<file path="config.mk">
export PLATFORM = sky130hd
export DESIGN_NAME = dma_desc_queue
export DESIGN_NICKNAME = d
export VERILOG_FILES = /design/src/rtl/dma_desc_pkg.sv /design/src/rtl/desc_fifo.sv /design/src/rtl/dma_desc_queue.sv
export SDC_FILE = /design/constraint.sdc
export NUM_CORES = 1
export LEC_CHECK = 0
export ABC_CLOCK_PERIOD_IN_PS = 18200
export CAP_MARGIN = 20
export CORE_AREA = 5 5 172 208
export DETAILED_ROUTE_END_ITERATION = 10
export DIE_AREA = 0 0 177 213
export GPL_TIMING_DRIVEN = 0
export PLACE_DENSITY = 0.83
export SLEW_MARGIN = 30
export SYNTH_ARGS = -nofsm -noshare
export SYNTH_HDL_FRONTEND = slang
export SYNTH_SLANG_ARGS = --single-unit
</file>
<file path="constraint.sdc">
create_clock -name clk -period 18.2 [get_ports clk]
set_input_delay 4.55 -clock clk [delete_from_list [all_inputs] [get_ports clk]]
set_output_delay 4.55 -clock clk [all_outputs]
set_load 0.02 [all_outputs]
</file>
<file path="src/rtl/dma_desc_pkg.sv">
// Shared types and register map for the DMA descriptor queue.
// desc_t field widths match the default top-level ADDR_W/LEN_W.
package dma_desc_pkg;

    localparam int DESC_ADDR_W = 32;
    localparam int DESC_LEN_W  = 16;

    typedef struct packed {
        logic [DESC_ADDR_W-1:0] src;
        logic [DESC_ADDR_W-1:0] dst;
        logic [DESC_LEN_W-1:0]  len;
    } desc_t;

    localparam logic [4:0] REG_SRC    = 5'h00;
    localparam logic [4:0] REG_DST    = 5'h04;
    localparam logic [4:0] REG_LEN    = 5'h08;
    localparam logic [4:0] REG_CTRL   = 5'h0C;
    localparam logic [4:0] REG_IRQ_EN = 5'h10;

    localparam int CTRL_PUSH    = 0;
    localparam int CTRL_FLUSH   = 1;
    localparam int CTRL_CLR_IRQ = 2;
    localparam int CTRL_CLR_ERR = 3;

    localparam int ST_EMPTY     = 0;
    localparam int ST_FULL      = 1;
    localparam int ST_ACTIVE    = 2;
    localparam int ST_IRQ       = 3;
    localparam int ST_ERR_ZERO  = 4;
    localparam int ST_ERR_OVF   = 5;
    localparam int ST_COUNT_LSB = 8;
    localparam int ST_DONE_LSB  = 16;

    typedef enum logic [1:0] {
        IDLE  = 2'd0,
        ISSUE = 2'd1,
        WAIT  = 2'd2
    } state_t;

endpackage

</file>
<file path="src/rtl/desc_fifo.sv">
// First-word-fall-through descriptor FIFO; pointers carry an extra wrap bit
// so full and empty are distinguishable without a separate counter.
module desc_fifo
    import dma_desc_pkg::*;
#(
    parameter int DEPTH = 4
) (
    input  logic                    clk,
    input  logic                    rst_n,
    input  logic                    push,
    input  logic                    pop,
    input  logic                    flush,
    input  desc_t                   din,
    output desc_t                   dout,
    output logic                    full,
    output logic                    empty,
    output logic [$clog2(DEPTH):0]  count
);

    localparam int AW = $clog2(DEPTH);

    desc_t       mem [DEPTH];
    logic [AW:0] wr_ptr_reg, wr_ptr_next;
    logic [AW:0] rd_ptr_reg, rd_ptr_next;
    logic        push_ok;
    logic        pop_ok;

    assign full  = (wr_ptr_reg[AW] != rd_ptr_reg[AW]) &&
                   (wr_ptr_reg[AW-1:0] == rd_ptr_reg[AW-1:0]);
    assign empty = (wr_ptr_reg == rd_ptr_reg);
    assign count = wr_ptr_reg - rd_ptr_reg;
    assign dout  = mem[rd_ptr_reg[AW-1:0]];

    // Flush empties the queue first, so a simultaneous push always lands.
    assign push_ok = push && (flush || !full);
    assign pop_ok  = pop && !empty && !flush;

    always_comb begin
        wr_ptr_next = wr_ptr_reg;
        rd_ptr_next = rd_ptr_reg;
        if (flush) begin
            rd_ptr_next = wr_ptr_reg;
        end else if (pop_ok) begin
            rd_ptr_next = rd_ptr_reg + 1'b1;
        end
        if (push_ok) begin
            wr_ptr_next = wr_ptr_reg + 1'b1;
        end
    end

    always_ff @(posedge clk or negedge rst_n) begin
        if (!rst_n) begin
            wr_ptr_reg <= '0;
            rd_ptr_reg <= '0;
        end else begin
            wr_ptr_reg <= wr_ptr_next;
            rd_ptr_reg <= rd_ptr_next;
        end
    end

    always_ff @(posedge clk) begin
        if (push_ok) begin
            mem[wr_ptr_reg[AW-1:0]] <= din;
        end
    end

endmodule

</file>
<file path="src/rtl/dma_desc_queue.sv">
// CPU register window that queues DMA descriptors and issues them one at a
// time over the start/busy/done handshake, with status, counter and irq.
module dma_desc_queue
    import dma_desc_pkg::*;
#(
    parameter int DEPTH  = 4,
    parameter int ADDR_W = DESC_ADDR_W,
    parameter int LEN_W  = DESC_LEN_W
) (
    input  logic              clk,
    input  logic              rst_n,
    input  logic              reg_wr,
    input  logic              reg_rd,
    input  logic [4:0]        reg_addr,
    input  logic [31:0]       reg_wdata,
    output logic [31:0]       reg_rdata,
    output logic              dma_start,
    output logic [ADDR_W-1:0] dma_src_addr,
    output logic [ADDR_W-1:0] dma_dst_addr,
    output logic [LEN_W-1:0]  dma_len,
    input  logic              dma_busy,
    input  logic              dma_done,
    output logic              irq
);

    logic [31:0]       src_reg, dst_reg;
    logic [LEN_W-1:0]  len_reg;
    logic [ADDR_W-1:0] dma_src_reg, dma_dst_reg;
    logic [LEN_W-1:0]  dma_len_reg;
    logic [31:0]       rdata_reg, rd_mux;
    logic [7:0]        done_cnt_reg;
    logic              irq_reg, irq_en_reg;
    logic              err_zero_reg, err_ovf_reg;
    state_t            state_reg, state_next;

    logic                   ctrl_wr, push_req, flush_req, clr_irq, clr_err;
    logic                   len_zero, fifo_push, fifo_pop, overflow, xfer_done;
    desc_t                  fifo_din, fifo_dout;
    logic                   fifo_full, fifo_empty;
    logic [$clog2(DEPTH):0] fifo_count;

    assign ctrl_wr   = reg_wr && (reg_addr == REG_CTRL);
    assign push_req  = ctrl_wr && reg_wdata[CTRL_PUSH];
    assign flush_req = ctrl_wr && reg_wdata[CTRL_FLUSH];
    assign clr_irq   = ctrl_wr && reg_wdata[CTRL_CLR_IRQ];
    assign clr_err   = ctrl_wr && reg_wdata[CTRL_CLR_ERR];

    assign len_zero  = (len_reg == '0);
    assign fifo_push = push_req && !len_zero;
    // fifo_full is the registered flag, so a pop in the same cycle does not make room.
    assign overflow  = fifo_push && fifo_full && !flush_req;
    assign xfer_done = (state_reg == WAIT) && dma_done;

    assign fifo_din.src = DESC_ADDR_W'(src_reg);
    assign fifo_din.dst = DESC_ADDR_W'(dst_reg);
    assign fifo_din.len = DESC_LEN_W'(len_reg);

    desc_fifo #(
        .DEPTH (DEPTH)
    ) u_fifo (
        .clk   (clk),
        .rst_n (rst_n),
        .push  (fifo_push),
        .pop   (fifo_pop),
        .flush (flush_req),
        .din   (fifo_din),
        .dout  (fifo_dout),
        .full  (fifo_full),
        .empty (fifo_empty),
        .count (fifo_count)
    );

    always_comb begin
        state_next = state_reg;
        fifo_pop   = 1'b0;
        case (state_reg)
            IDLE: begin
                if (!fifo_empty && !dma_busy) begin
                    fifo_pop   = 1'b1;
                    state_next = ISSUE;
                end
            end
            ISSUE: state_next = WAIT;
            WAIT: begin
                if (dma_done) begin
                    state_next = IDLE;
                end
            end
            default: state_next = IDLE;
        endcase
    end

    always_ff @(posedge clk or negedge rst_n) begin
        if (!rst_n) begin
            state_reg   <= IDLE;
            dma_src_reg <= '0;
            dma_dst_reg <= '0;
            dma_len_reg <= '0;
        end else begin
            state_reg <= state_next;
            if (fifo_pop) begin
                dma_src_reg <= ADDR_W'(fifo_dout.src);
                dma_dst_reg <= ADDR_W'(fifo_dout.dst);
                dma_len_reg <= LEN_W'(fifo_dout.len);
            end
        end
    end

    always_ff @(posedge clk or negedge rst_n) begin
        if (!rst_n) begin
            src_reg    <= '0;
            dst_reg    <= '0;
            len_reg    <= '0;
            irq_en_reg <= 1'b0;
        end else if (reg_wr) begin
            case (reg_addr)
                REG_SRC:    src_reg    <= reg_wdata;
                REG_DST:    dst_reg    <= reg_wdata;
                REG_LEN:    len_reg    <= reg_wdata[LEN_W-1:0];
                REG_IRQ_EN: irq_en_reg <= reg_wdata[0];
                default: ;
            endcase
        end
    end

    // Sticky bits: a set in the same cycle as its clear takes priority.
    always_ff @(posedge clk or negedge rst_n) begin
        if (!rst_n) begin
            done_cnt_reg <= '0;
            irq_reg      <= 1'b0;
            err_zero_reg <= 1'b0;
            err_ovf_reg  <= 1'b0;
        end else begin
            if (xfer_done) begin
                done_cnt_reg <= done_cnt_reg + 8'd1;
            end
            irq_reg      <= (irq_reg && !clr_irq) || (xfer_done && irq_en_reg);
            err_zero_reg <= (err_zero_reg && !clr_err) || (push_req && len_zero);
            err_ovf_reg  <= (err_ovf_reg && !clr_err) || overflow;
        end
    end

    always_comb begin
        rd_mux = '0;
        case (reg_addr)
            REG_SRC: rd_mux = src_reg;
            REG_DST: rd_mux = dst_reg;
            REG_LEN: rd_mux = 32'(len_reg);
            REG_CTRL: begin
                rd_mux[ST_EMPTY]              = fifo_empty;
                rd_mux[ST_FULL]               = fifo_full;
                rd_mux[ST_ACTIVE]             = (state_reg != IDLE);
                rd_mux[ST_IRQ]                = irq_reg;
                rd_mux[ST_ERR_ZERO]           = err_zero_reg;
                rd_mux[ST_ERR_OVF]            = err_ovf_reg;
                rd_mux[ST_COUNT_LSB +: 8]     = 8'(fifo_count);
                rd_mux[ST_DONE_LSB +: 8]      = done_cnt_reg;
            end
            REG_IRQ_EN: rd_mux[0] = irq_en_reg;
            default: ;
        endcase
    end

    always_ff @(posedge clk or negedge rst_n) begin
        if (!rst_n) begin
            rdata_reg <= '0;
        end else if (reg_rd) begin
            rdata_reg <= rd_mux;
        end
    end

    assign reg_rdata    = rdata_reg;
    assign dma_start    = (state_reg == ISSUE);
    assign dma_src_addr = dma_src_reg;
    assign dma_dst_addr = dma_dst_reg;
    assign dma_len      = dma_len_reg;
    assign irq          = irq_reg;

endmodule

</file>
[Word-level counts from Yosys, hierarchy flattened]
Memory sizes are Yosys's and may differ from the RTL's. A register that Yosys moved wholly into a read port is not among the register bits.
Index checks and enable logic that the tools add are counted.
Word-level totals
  flip-flop bits (word level): 132
  memory bits (writable): 320
  output and inout bits: 114
  memories kept: 1
Operators by class
  $add $sub $neg: 4
  equal/unequal tests: 11
  mux-type cells: 14
  reductions and logical operators: 41
Memories
  u_fifo.mem: depth 4, width 80, rd ports 1, clocked after Yosys merged registers in 1, wr ports 1, RTL line desc_fifo.sv:22  | desc_t mem [DEPTH];
Operators by type and width (count)
  one-hot mux 16 bit (4 select lines): 1
  one-hot mux 5 bit (4 select lines): 1
  logical AND 1 bit: 19
  logical NOT 16 bit: 1
  one-hot mux 8 bit (2 select lines): 1
  one-hot mux 2 bit (3 select lines): 2
  == test 5 x 4 -> 1 bit (second input constant): 2
  AND reduction 2 bit: 5
  adder 8 x 1 -> 8 bit (second input constant): 1
  logical NOT 1 bit: 8
  adder 3 x 1 -> 3 bit (second input constant): 2
  two-way mux 3 bit: 2
  == test 5 x 3 -> 1 bit (second input constant): 1
  == test 5 bit (second input constant): 1
  logical NOT 5 bit: 1
  one-hot mux 1 bit (5 select lines): 1
  logical OR 1 bit: 4
  two-way mux 1 bit: 4
  two-way mux 2 bit: 2
  inequality test 2 bit (second input constant): 2
  nonzero test 2 bit: 2
  == test 3 bit: 1
  subtractor 3 bit: 1
  == test 2 x 1 -> 1 bit (second input constant): 1
  4 further kinds: 4

[Logic depth before layout (Yosys ltp)]
  depth after elaboration: 9
  gate-level depth with buffers: 10
  gate-level depth less buffers: 7

[Cells and area by module]
Synthesis repeated with hierarchy kept, for this count alone.
Unflattened totals
  cell total of the unflattened synthesis: 1071
  area, all modules: 20898.8 µm²
By module, submodules not included
  desc_fifo: instances 1, cells each 473, area each 12046.6 µm², seq. area each 9759.4 µm²
  dma_desc_queue: instances 1, cells each 598, area each 8852.2 µm², seq. area each 5154.9 µm²

[Least setup slack after synthesis]
OpenSTA, ideal clock, no wires.
  path type: input-to-reg
  start point: input reg_addr[2]
  end point: memory u_fifo.mem[0][0] (netlist bit) (enable)
  arrival: 8838 ps
  path slack: 8842 ps
  stages: 6
  buffers on the path: 2
  cell sequence: buf_2 -> and2_1 -> buf_2 -> and4_1 -> nand3_1 -> nor2_1
On the way
  word-level cells in the longest chain between the ends: 7
Ends and longest elaborated chain
  from (decl): RTL line dma_desc_queue.sv:14  | input logic [4:0] reg_addr,
  == test 5 x 4 -> 1 bit (*): RTL line dma_desc_queue.sv:42  | assign ctrl_wr = reg_wr && (reg_addr == REG_CTRL);
  logical AND 1 bit (*): RTL line dma_desc_queue.sv:42
  logical AND 1 bit (on tied branches): RTL line dma_desc_queue.sv:43, dma_desc_queue.sv:44
  logical AND 1 bit or logical OR 1 bit (tied branches): RTL line dma_desc_queue.sv:49, desc_fifo.sv:35
  logical AND 1 bit (*): RTL line desc_fifo.sv:35  | assign push_ok = push && (flush || !full);
  two-way mux 1 bit (*): RTL line desc_fifo.sv:62  | if (push_ok) begin
  two-way mux 1 bit (not written as such) (*): RTL line desc_fifo.sv:63  | mem[wr_ptr_reg[AW-1:0]] <= din;
  to (decl): RTL line desc_fifo.sv:22
Mark *: on every way between the ends. The rest lies on a longest branch, timed or not.

[Worst setup path in the final report]
  start point: input reg_addr[4]
  end point: memory u_fifo.mem[0][46] (netlist bit) (enable)
Same word-level chain as after synthesis.

==> results.md <==
Run status:
- The run finished with clean final reports.

Finish:
- The register with the most flip-flops in the layout has 320 of them.
- Counting the fill cells in the layout gives between 1500 and 2000.
- The post-route cell area is about 0.025 sq mm.
- The library cells used most frequently in the layout, excluding fill and tap cells, are sky130_fd_sc_hd__edfxtp_1, sky130_fd_sc_hd__dfrtp_1, sky130_fd_sc_hd__clkdlybuf4s50_1, sky130_fd_sc_hd__mux2_2, sky130_fd_sc_hd__mux4_2.
- Leaving out fill and tap cells, the most frequent cell in the layout is sky130_fd_sc_hd__edfxtp_1.
- After the last flow step, the layout net total stands at 1342.
- The ratio of cells with drive above 1 in the final layout is between 20% and 30%.
- The area growth from synthesis to layout is 20.8%.

Clocking:
- The number of CTS-inserted buffers is 48.
- Buffers added to address setup during post-CTS repair amount to 0.
- The H-tree was split into 2 levels.
- TritonCTS built the clock tree.
- The longest clock path from root to sink contains 3 buffers.
- The tree built by TritonCTS fans out to between 500 and 600 sinks.
- The hold-fix buffer count after cts is 0.
- The number of gates resized after CTS was 0.
- CTS placed an instance of sky130_fd_sc_hd__clkbuf_16 at the clock tree root.
- Clock-pin slew was measured on the worst setup and hold paths at ~0.070 ns.
- The clock reaches the later pin of the worst-skew pair after approximately 0.56 ns.

Global routing:
- The number of antenna violations at the first check in global routing is 4.
- Across every metal layer, demand over resource in global routing totals approximately a quarter.
- Summed over all layers, the global routing overflow is 0.
- The via count of the first global-routing pass is 11856.
- The first global-routing pass estimated 72.3 mm of wire.
- Entering global routing, the biggest net connects between 80 and 90 pins.

STA:
- The maximum clock frequency is around 140 MHz.
- The count of final max-slew check failures is 0.
- Setup repair after global routing left no endpoint under its margin.
- The final hold violation count is 0.
- Headroom to the max-slew limit came out at 33.5%.
- The largest clock skew in the final design is approximately 0.012 ns.
- Setup violations remaining at the end of the flow were counted as 0.
- The setup TNS is 0 ns.
- The worst path uses roughly two fifths of the clock period.
- At the pin with the least slew margin, the transition time is approximately 1 ns.
- The worst hold margin is between 0.4 and 0.5 ns.
- The worst path in the final design needs a cycle of approximately 7.0 ns, including I/O delays and setup.

Hold path:
- In this run the worst hold path is classified as reg -> reg.

Drt:
- The starting DRC count in detailed routing is around 1200.
- The remaining number of nets flagged by the antenna check after routing is 0.
- The detail-routed via count per cell is between 6 and 7.
- The number of iterations in the first detailed-routing pass is 5.
- After detailed routing, the total wire length is 47.5 mm.
- The vias after detailed routing is roughly 11000.
- The remaining routing DRC violations is 0.
- The mean routed wirelength per cell is 26.6 um.

Setup path:
- STA puts the critical path data required time at approximately 18 ns.
- The arrival time of data at the critical path endpoint is slightly above 7 ns.
- The worst setup path is launched from an input pin.
- By startpoint and endpoint, the worst setup path is classified as in -> reg.
- In this run the worst path has a maximum fanout of 19.
- The capturing element type of the critical path is a flop.

Die:
- The die covers ~0.038 sq mm.
- In this run the horizontal extent of the chip is 177 um.
- The vertical extent of the die is between 200 and 250 um.
- The number of placement rows is 74.
- The starting utilization of the core area is between 60% and 70%.
- For this design the top-level I/O count stands at 157.
- The core outline area is 0.0335 sq mm.

Logic synthesis:
- The share of the synthesized area in the top cell type is between 40 and 50%.
- The synthesized netlist contains 48 unique library cells.
- The number of enable-type register cells in the synthesized netlist is between 300 and 400.
- The sequential fraction of the synthesis area is about 73%.
- The synthesized area per cell is 19.2 sq um.
- Sorting the synthesized cells by area gives the leading types as sky130_fd_sc_hd__edfxtp_1, sky130_fd_sc_hd__dfrtp_1, sky130_fd_sc_hd__mux4_2, sky130_fd_sc_hd__mux2_2, sky130_fd_sc_hd__mux2_4.
- Among all flip-flop cells after synthesis, the most frequent one is sky130_fd_sc_hd__edfxtp_1.
- The summed instance area of the synthesized netlist is roughly 0.02 sq mm.
- The net count after synthesis is 1120.
- The cell count after synthesis came out at between 1000 and 1500.
- The most area-hungry cell type in the Yosys netlist is sky130_fd_sc_hd__edfxtp_1.
- The number of flip-flops and latches in the synthesized netlist is 532.
- For this run, asynchronously set or reset flops after synthesis account for about two fifths.
- During synthesis, Yosys emitted a total of 0 warnings.

Power:
- The total power per unit cell area is between 100 and 150 mW/mm^2.
- The static leakage is 9.24 nW.
- The total power draw is 3.65 mW.
- The peak supply drop is roughly 0.11 mV.

Job:
- The tool flagged a number of max-cap violations equal to 0.

Place:
- The placed wire-length estimate after detailed placement is 30.6 mm.
- The number of input and output port buffers inserted is 154.
- Routability-driven placement finished with a final weighted congestion of 0.834.
- The cell area after placement is 0.0231 sq mm.
==> kinds of logic after synthesis <==
group / Yosys count / synth area share [%]
AOI/OAI and AO/OA: 73 / 2.14
muxes: 267 / 19.8
xor gates and xnor gates: 14 / 0.599
and+or+nand+nor: 91 / 2.27
buffers and inverters: 82 / 1.80
adders and majority gates: 9 / 0.586
DFF: 532 / 72.8
==> critical path, stage by stage <==
cell,delay (ns)
sky130_fd_sc_hd__clkdlybuf4s50_1,0.50
sky130_fd_sc_hd__nor3_1,0.50
sky130_fd_sc_hd__and4_1,0.38
sky130_fd_sc_hd__nand3_1,0.37
sky130_fd_sc_hd__nor2_4,0.32
sky130_fd_sc_hd__buf_12,0.23
sky130_fd_sc_hd__buf_16,0.19
sky130_fd_sc_hd__buf_16,0.18
==> Yosys cell counts, types with 2 or more instances <==
cell	number
sky130_fd_sc_hd__edfxtp_1	320
sky130_fd_sc_hd__dfrtp_1	212
sky130_fd_sc_hd__mux2_2	131
sky130_fd_sc_hd__mux4_2	85
sky130_fd_sc_hd__nor2_1	36
sky130_fd_sc_hd__a21oi_1	30
sky130_fd_sc_hd__inv_1	30
sky130_fd_sc_hd__mux2_4	30
sky130_fd_sc_hd__buf_2	28
sky130_fd_sc_hd__mux2i_1	19
sky130_fd_sc_hd__o22ai_1	17
sky130_fd_sc_hd__clkbuf_1	16
sky130_fd_sc_hd__nand2_1	16
sky130_fd_sc_hd__xnor2_1	10
sky130_fd_sc_hd__a22oi_1	8
sky130_fd_sc_hd__ha_1	8
sky130_fd_sc_hd__nand3_1	8
sky130_fd_sc_hd__o21ai_0	8
sky130_fd_sc_hd__nor3_1	5
sky130_fd_sc_hd__nor4_1	5
sky130_fd_sc_hd__buf_1	4
sky130_fd_sc_hd__nand4_1	4
sky130_fd_sc_hd__xor2_1	4
sky130_fd_sc_hd__buf_6	3
sky130_fd_sc_hd__nor2b_1	3
sky130_fd_sc_hd__o2bb2ai_1	3
sky130_fd_sc_hd__and3_1	2
sky130_fd_sc_hd__and4_1	2
sky130_fd_sc_hd__mux2_1	2
==> metrics by stage <==
stage	setup WS, ns	util (%)	instances
after CTS	11.34	73.8	1784
after detailed placement	10.79	68.9	1696
after floorplan	8.84	-	1068
after global placement	3.48	67.4	1678
after global routing	11.19	73.8	1785
final	11.23	73.8	1787
==> power breakdown <==
part / leakage [nW] / internal (mW) / switching [mW]
Clock: 0.801 / 0.615 / 0.425
Sequential: 5.57 / 1.46 / 0.137
Combinational: 2.87 / 0.523 / 0.482
==> cell type report <==
cell class                      count  area (sq um)  share of cell area [%]
Multi-Input combinational cell    454          5220                    21.1
Inverter                           30           118                   0.475
Tap cell                          456           571                    2.31
Clock buffer                       64          1330                    5.39
Buffer                             52           258                    1.04
Timing Repair Buffer              172          2020                    8.17
Sequential cell                   532         14900                    60.3
Antenna cell                        3          7.51                  0.0303
Clock inverter                     24           299                    1.21
==> layer usage <==
| metal | up-vias | track usage, % | wire length [um] |
|---|---|---|---|
| met3 | 132 | 5.19 | 3900 |
| met4 | 4 | 9.85 | 1840 |
| met5 | - | 0 | 23 |
| met1 | 5647 | 33.9 | 17200 |
| li1 | 4578 | - | - |
| met2 | 565 | 43.9 | 24500 |
==> path summary, 6_finish.rpt <==
kind,startpoint,endpoint,slack [ns],cells after the start
max,reg_addr[4],u_fifo.mem[0][46],11.23,8
min,done_cnt_reg[7],done_cnt_reg[7],0.48,1
max reg2reg,u_fifo.rd_ptr_reg[1],u_fifo.mem[0][46],14.29,11
min reg2reg,done_cnt_reg[7],done_cnt_reg[7],0.48,1
max in group asynchronous,rst_n,dma_src_addr[6],13.07,3
min in group asynchronous,rst_n,dma_src_addr[29],3.94,1
No activity file was read; power rests on OpenSTA's default activity.
